<file path="config.mk">
export PLATFORM = sky130hd
export DESIGN_NAME = tt_um_power_load
export DESIGN_NICKNAME = d
export VERILOG_FILES = /design/src/rtl/power_test_pkg.sv /design/src/rtl/power_load_lane.sv /design/src/rtl/tt_um_power_load.sv
export SDC_FILE = /design/constraint.sdc
export NUM_CORES = 1
export LEC_CHECK = 0
export BUFFER_PORTS_ARGS = -buffer_cell sky130_fd_sc_hd__buf_2
export CAP_MARGIN = 30
export CORE_MARGIN = 3
export CORE_UTILIZATION = 61
export DETAILED_ROUTE_END_ITERATION = 8
export PLACE_DENSITY = 0.91
export SLEW_MARGIN = 30
export SYNTH_ARGS = -nofsm -noshare
export SYNTH_HDL_FRONTEND = slang
export SYNTH_SLANG_ARGS = --single-unit
</file>
<file path="constraint.sdc">
create_clock -name clk -period 3 [get_ports clk]
set_input_delay 0.6 -clock clk [delete_from_list [all_inputs] [get_ports clk]]
set_output_delay 0.6 -clock clk [all_outputs]
set_load 0.02 [all_outputs]
</file>
<file path="src/rtl/power_test_pkg.sv">
// Shared definitions for the power-load tile: mode codes, ui_in field positions,
// lane control struct and LFSR tap/seed helpers.
package power_test_pkg;

  localparam logic [1:0] MODE_IDLE   = 2'b00;
  localparam logic [1:0] MODE_TOGGLE = 2'b01;
  localparam logic [1:0] MODE_ADD    = 2'b10;
  localparam logic [1:0] MODE_LFSR   = 2'b11;

  localparam int UI_MODE_LSB    = 0;
  localparam int UI_MASK_LSB    = 2;
  localparam int UI_CNT_SEL_BIT = 6;
  localparam int UI_CLEAR_BIT   = 7;
  localparam int MAX_LANES      = 4;

  typedef struct packed {
    logic [1:0] mode;
    logic       lane_en;
    logic       clear;
  } lane_ctrl_t;

  function automatic logic [15:0] lfsr_taps(input int width);
    return (width == 16) ? 16'hB400 : 16'h00B8;
  endfunction

  // Seeds are lane+1 so no lane ever starts in the all-zero lock-up state.
  function automatic logic [15:0] lfsr_seed(input int lane);
    return 16'(lane + 1);
  endfunction

endpackage

</file>
<file path="src/rtl/power_load_lane.sv">
// One activity lane: an accumulator plus a right-shifting Galois LFSR, updated by
// the shared mode/clear controls when this lane is enabled.
module power_load_lane
  import power_test_pkg::*;
#(
  parameter int WIDTH    = 8,
  parameter int LANE_IDX = 0
) (
  input  logic             clk,
  input  logic             rst,
  input  lane_ctrl_t       ctrl,
  input  logic [WIDTH-1:0] operand,
  output logic [WIDTH-1:0] acc
);

  localparam logic [WIDTH-1:0] TAPS = WIDTH'(lfsr_taps(WIDTH));
  localparam logic [WIDTH-1:0] SEED = WIDTH'(lfsr_seed(LANE_IDX));

  logic [WIDTH-1:0] lfsr, lfsr_nxt;

  assign lfsr_nxt = (lfsr >> 1) ^ (lfsr[0] ? TAPS : '0);

  // Clear beats mode and ignores lane_en so every lane restarts together.
  always_ff @(posedge clk or posedge rst) begin
    if (rst) begin
      acc  <= '0;
      lfsr <= SEED;
    end else if (ctrl.clear) begin
      acc  <= '0;
      lfsr <= SEED;
    end else if (ctrl.lane_en) begin
      case (ctrl.mode)
        MODE_TOGGLE: acc <= ~acc;
        MODE_ADD:    acc <= acc + operand;
        MODE_LFSR: begin
          lfsr <= lfsr_nxt;
          acc  <= lfsr_nxt;
        end
        default: ;
      endcase
    end
  end

endmodule

</file>
<file path="src/rtl/tt_um_power_load.sv">
// Power-stress generator top: LANES switching lanes, masked XOR checksum through a
// DEPTH-stage pipe onto uo_out. Define POWER_LOAD_CYCLE_CNT_EN for the activity counter on uio.
module tt_um_power_load
  import power_test_pkg::*;
#(
  parameter int LANES = 4,
  parameter int WIDTH = 8,
  parameter int DEPTH = 2
) (
  input  logic       clk,
  input  logic       rst,
  input  logic       ena,
  input  logic [7:0] ui_in,
  input  logic [7:0] uio_in,
  output logic [7:0] uo_out,
  output logic [7:0] uio_out,
  output logic [7:0] uio_oe
);

  logic [1:0]             mode;
  logic [LANES-1:0]       mask;
  logic                   clear;
  logic [WIDTH-1:0]       operand;
  logic [LANES-1:0][WIDTH-1:0] lane_acc;
  logic [WIDTH-1:0]       chk_d;
  logic [DEPTH-1:0][WIDTH-1:0] pipe;

  assign mode    = ui_in[UI_MODE_LSB +: 2];
  assign mask    = ui_in[UI_MASK_LSB +: LANES];
  assign clear   = ena & ui_in[UI_CLEAR_BIT];
  assign operand = WIDTH'(uio_in);

  for (genvar g = 0; g < LANES; g++) begin : g_lane
    lane_ctrl_t ctrl;
    assign ctrl = '{mode: mode, lane_en: ena & mask[g], clear: clear};

    power_load_lane #(.WIDTH(WIDTH), .LANE_IDX(g)) u_lane (
      .clk     (clk),
      .rst     (rst),
      .ctrl    (ctrl),
      .operand (operand),
      .acc     (lane_acc[g])
    );
  end

  always_comb begin
    chk_d = '0;
    for (int i = 0; i < LANES; i++)
      if (mask[i]) chk_d ^= lane_acc[i];
  end

  // Pipe is deliberately left out of clear so it drains the pre-clear values.
  always_ff @(posedge clk or posedge rst) begin
    if (rst) begin
      pipe <= '0;
    end else begin
      pipe[0] <= chk_d;
      for (int k = 1; k < DEPTH; k++) pipe[k] <= pipe[k-1];
    end
  end

  assign uo_out = pipe[DEPTH-1][7:0];

`ifdef POWER_LOAD_CYCLE_CNT_EN
  logic [15:0] cnt;
  logic [7:0]  cnt_byte_q;

  always_ff @(posedge clk or posedge rst) begin
    if (rst) begin
      cnt <= '0;
    end else if (clear) begin
      cnt <= '0;
    end else if (ena && mode != MODE_IDLE && cnt != 16'hFFFF) begin
      cnt <= cnt + 16'd1;
    end
  end

  always_ff @(posedge clk or posedge rst) begin
    if (rst) cnt_byte_q <= '0;
    else     cnt_byte_q <= ui_in[UI_CNT_SEL_BIT] ? cnt[15:8] : cnt[7:0];
  end

  assign uio_out = cnt_byte_q;
  assign uio_oe  = 8'hFF;
`else
  assign uio_out = 8'h00;
  assign uio_oe  = 8'h00;
`endif

  logic unused_ok;
  assign unused_ok = ^{pipe[DEPTH-1], ui_in};

endmodule

</file>
==> results of run 1 <==
## Yosys cell counts (4+ instances only)
| library cell | n |
|---|---|
| o221ai_1 | 5 |
| inv_1 | 14 |
| a22oi_1 | 13 |
| nand4_1 | 8 |
| clkbuf_1 | 17 |
| o21ai_0 | 38 |
| o22ai_1 | 7 |
| dfstp_2 | 5 |
| o21ai_1 | 8 |
| fa_1 | 4 |
| and2_1 | 5 |
| xnor2_1 | 31 |
| nor3_1 | 7 |
| a22o_1 | 15 |
| dfrtp_1 | 75 |
| a21oi_1 | 26 |
| a221oi_1 | 12 |
| o22a_1 | 5 |
| nand2_1 | 95 |
| buf_4 | 25 |
| nor2_1 | 23 |
| nand3_1 | 13 |
| and4b_1 | 4 |
| a31oi_1 | 4 |
| and3_1 | 4 |
| buf_2 | 5 |
| a21o_1 | 11 |
| ha_1 | 30 |
| xor2_1 | 31 |
## metal layers
metal / global-route usage, % / vias up
met5: 0 / -
met2: 46.8 / 278
met3: 5.36 / 57
met1: 38.4 / 2113
li1: - / 2012
met4: 13.6 / 0
## how the worst max path moves through the flow
stage,startpoint,endpoint,slack (ns),cells past startpoint
final,g_lane[1].u_lane.acc[0],g_lane[1].u_lane.acc[4],0.79,7
after global routing,g_lane[1].u_lane.acc[0],g_lane[1].u_lane.acc[4],0.66,7
after CTS,g_lane[1].u_lane.acc[0],g_lane[1].u_lane.acc[4],0.81,7
after detailed placement,uio_in[0],g_lane[1].u_lane.acc[4],0.45,8
after global placement,ui_in[0],g_lane[1].u_lane.acc[5],0.60,8
after floorplan,rst,g_lane[0].u_lane.acc[0],0.36,1
## logic make-up (layout without fill, tap and decap cells)
group	Yosys count	after routing	share of synthesized area [%]
AO/OA/AOI/OAI	159	159	20.5
XOR/XNOR	62	62	10.5
adder cells (fa/ha/maj)	34	34	8.79
buffers and inverters	63	64	6.49
flip-flops	80	80	38.7
multiplexers	1	1	0.193
other	1	16	0.0724
AND/OR/NAND/NOR	169	169	14.7
## registers in the layout, indices dropped and copies added, names as in the netlist
name	count
g_lane.u_lane.acc	32
g_lane.u_lane.lfsr	32
pipe	8
uo_out	8
## worst reg2reg max path, cell delays in order, from the launching register on
cell and delay [ns]:
dfrtp_1 0.42, ha_1 0.23, fa_1 0.43, a21o_1 0.23, a21oi_1 0.20, xnor2_1 0.12, a221oi_1 0.34, o21ai_0 0.12
## final cells by class
cell class	instances	area (um2)
Clock inverter	5	65.1
Timing Repair Buffer	34	193
Sequential cell	80	2010
Clock buffer	11	141
Fill cell	576	2480
Multi-Input combinational cell	441	2890
Inverter	14	53.8
Tap cell	102	128
## report_power, final
group / switching [mW] / leakage, nW / internal [mW] / total [mW]
Clock: 0.428 / 0.104 / 0.415 / 0.843
Combinational: 0.500 / 1.36 / 0.320 / 0.819
Sequential: 0.112 / 1.06 / 1.22 / 1.33
==> metrics, run 1 <==
H-Tree Depth 3; final core utilization 68.8%; Cells after DPL 671; Syn-to-layout area delta 5.79%; max_slew headroom 59.0%; Setup CP Type register to register; initial antenna violation count 0; nets 633; Worst Path Arrival 2.46 ns; core area 7970 um2; syn_area_per_cell 9.11 um2; RSZ-0062 raised after global routing no; share of cells above drive strength 1 10.3%; TNS Setup 0 ns; Yosys warnings 0; minimum clock period 2.21 ns; CP cell instances ha_1, fa_1, a21o_1, a21oi_1, xnor2_1, a221oi_1, o21ai_0; die area 9640 um2; drt pass-1 iters 6; Chip Width 98.2 um; CP max stage cell fa_1; status complete, no violations; Final Hold Vio Count 0; cts repair resizes 0; final design area excluding fillers 5480 um2; largest net degree at the start of global routing 34; Die Y 98.2 um; GRT Util Overall 29.1%; FF-to-FF End g_lane[1].u_lane.acc[4]; CP delay by family, top compound AO/OA/AOI/OAI gates; DP Wirelength 9500 um; Post-Syn Area 5180 um2; Initial DRC Count 395; worst path buffer plus inverter count 0; Largest stage delay, worst path 0.43 ns; Non-Filler Instances 687; Area contributors post-synth dfrtp_1 36%, ha_1 7.2%, nand2_1 6.9%; met2 wirelength from detailed routing 6330 um; CTS tree built; total number of vias 4460; top cell type's share of synthesized area 36.2%; total gr overflow 0; first-pass GRT wire length 22700 um; setup ws final 0.787 ns; Peak VDD IR 285 uV; worst hold-check path type input port to async pin; most common cell after layout, fill and taps aside nand2_1; library cells used by synthesis 51; CP max FO 4; Routed Antenna Nets 0; r2r setup slk 0.79 ns; CTS Buf Count 9; DR top layer met4; Ant. Diodes 0; hold bufs inserted after CTS 0; setup bufs post-CTS 0; vias in the first global route 4577; worst r2r path cells 7; sequential share of the synthesized area 38.7%; leakage 2.53 nW; ys flop type dfrtp_1; Initial Util 65.0%; crit end category register; max-slew violations 0; FMAX 452 MHz; per-cell routed wire length 19.7 um; Post-synth EDFFs 0; row count 32; area leader, netlist dfrtp_1; count of final setup violators 0; Worst setup SP type register; #FFs+latches synth 80; Overall Power 2.99 mW; Place WS 0.446 ns; CTS root buffer clkbuf_8; Sink Count 80; IO Count 43; Final Skew 0.0128 ns; placer congestion estimate 0.900; CP Data Required Time 3.25 ns; Worst R2R Start g_lane[1].u_lane.acc[0]; CTS max path bufs 2; worst slew pin tran 0.615 ns; total wire length 13500 um; clk slew on worst S/H paths 0.09 ns; Power Density 545 nW/um2; Min Hold Slack 0.259 ns; max-cap viol count 0; commonest cells after routing, fill and taps aside 95 x nand2_1, 75 x dfrtp_1, 38 x o21ai_0; Port-buffer cells 25; Post-Synthesis Cells 569; final period utilization 73.8%; cell area after placement 5280 um2; ys async rst share 100%; worst skew pair latency 0.37 ns; met3 wire length 1390 um; via/cell ratio 6.49; DRC violations left 0; Met1 Routed Length 5310 um
Power figures use the tool's default switching activity.
==> inputs of run 2 (changes only) <==
clock period = 2.2 ns   (was 3 ns; I/O delays follow)
==> metrics, run 2 (synthesized netlist as in run 1, its figures left out) <==
count of final setup violators 0 (unchanged); Regs by FF count g_lane.u_lane.acc x32, g_lane.u_lane.lfsr x32; Fill cells 583 (+1.2%); row count 32 (unchanged); max-slew violations 0 (unchanged); CTS root buffer clkbuf_8; CP Data Required Time 2.45 ns (-0.80 ns); placer congestion estimate 0.914 (+1.5%); Final Hold Vio Count 0 (unchanged); CTS tree built; Worst setup SP type register; total number of vias 4557 (+2.2%); met3 wire length 1370 um (-1.1%); r2r setup slk 0.14 ns (-0.65 ns); per-cell routed wire length 18.6 um (-5.5%); DR top layer met4; CTS Buf Count 9 (unchanged); Setup CP Type register to register; clk slew on worst S/H paths 0.09 ns (about the same); Place WS -0.105 ns (-0.551 ns); status complete, no violations; Chip Width 98.2 um (unchanged); Worst Path Arrival 2.32 ns (-0.14 ns); setup bufs post-CTS 0 (unchanged); Peak VDD IR 393 uV (+38%); Port-buffer cells 25 (unchanged); setup ws final 0.136 ns (-0.651 ns); final core utilization 70.8% (+2.0 points); drt pass-1 iters 6 (unchanged); total gr overflow 0 (unchanged); hold bufs inserted after CTS 0 (unchanged); Sink Count 80 (unchanged); H-Tree Depth 3 (unchanged); crit end category register; total wire length 13100 um (-3.1%); final period utilization 93.8% (+20 points); commonest cells after routing, fill and taps aside 95 x nand2_1, 75 x dfrtp_1, 37 x o21ai_0; DP Wirelength 9520 um (+0.23%); worst hold-check path type input port to async pin; Ant. Diodes 0 (unchanged); Cells after DPL 688 (+2.5%); met2 wirelength from detailed routing 6080 um (-3.9%); initial antenna violation count 0 (unchanged); Routed Antenna Nets 0 (unchanged); largest net degree at the start of global routing 35 (+2.9%); Power Density 736 nW/um2 (+35%); die area 9640 um2 (unchanged); DRC violations left 0 (unchanged); CP max FO 4 (unchanged); vias in the first global route 4431 (-3.2%); worst skew pair latency 0.36 ns (about the same); via/cell ratio 6.47 (-0.29%); core area 7970 um2 (unchanged); Met1 Routed Length 5240 um (-1.2%); CTS max path bufs 2 (unchanged); Initial DRC Count 330 (-16%); Initial Util 65.0% (unchanged); Syn-to-layout area delta 8.88%; RSZ-0062 raised after global routing no; max-cap viol count 0 (unchanged); cts repair resizes 0 (unchanged); IO Count 43 (unchanged); GRT Util Overall 27.7% (-1.5 points); most common cell after layout, fill and taps aside nand2_1; Final Skew 0.00999 ns (-0.00278 ns); minimum clock period 2.06 ns (-0.149 ns); first-pass GRT wire length 21500 um (-5.1%); share of cells above drive strength 1 13.0% (+2.7 points); nets 650 (+2.7%); FMAX 485 MHz (+7.2%); Overall Power 4.15 mW (+39%); Non-Filler Instances 704 (+2.5%); Die Y 98.2 um (unchanged); leakage 2.61 nW (+3.2%)
[run 2: metal layers]
metal	global-route usage, %	vias up
met4	12.5	0
met5	0	-
met1	36.6	2185
li1	-	2043
met3	5.43	47
met2	44.2	282
[run 2: worst max-delay path: stages, from the launching register on]
cell	delay (ns)
dfrtp_1	0.42
ha_1	0.23
fa_1	0.43
a21o_1	0.24
a21oi_2	0.16
xnor2_1	0.09
a221oi_1	0.29
o21ai_1	0.09
[run 2: worst paths after layout]
check | cells past startpoint | endpoint | startpoint
max in group asynchronous | 3 | g_lane[0].u_lane.lfsr[0] | rst
max reg2reg | 7 | g_lane[1].u_lane.acc[4] | g_lane[1].u_lane.acc[0]
min in group clk | 0 | uo_out[4] | pipe[4]
max | 7 | g_lane[1].u_lane.acc[4] | g_lane[1].u_lane.acc[0]
min | 2 | g_lane[1].u_lane.lfsr[4] | rst
min reg2reg | 0 | uo_out[4] | pipe[4]
[run 2: cell type report]
cell class / instances / area [um2] / area share, %
inverters: 14 / 56.3 / 0.998
well taps: 102 / 128 / 2.26
flip-flops and latches: 80 / 2010 / 35.6
repair buffers: 51 / 333 / 5.90
clock inverters: 6 / 92.6 / 1.64
clock buffers: 10 / 128 / 2.26
multi-input cells: 441 / 2900 / 51.4
[run 2: per-stage QoR]
step	setup TNS [ns]	hold WS [ns]	area [um2]
2_1_floorplan	0	0.331	5240
3_3_place_gp	-0.0331	0.332	5420
3_5_place_dp	-0.109	0.335	5420
4_1_cts	0	0.0989	5640
5_1_grt	0	0.108	5640
6_report	0	0.0898	5640
[run 2: power by group]
group | total, mW | internal (mW) | switching [mW] | leakage (nW)
registers | 1.81 | 1.66 | 0.149 | 1.06
logic | 1.14 | 0.465 | 0.670 | 1.44
clock network | 1.21 | 0.645 | 0.565 | 0.103
total | 4.15 | 2.77 | 1.38 | 2.61
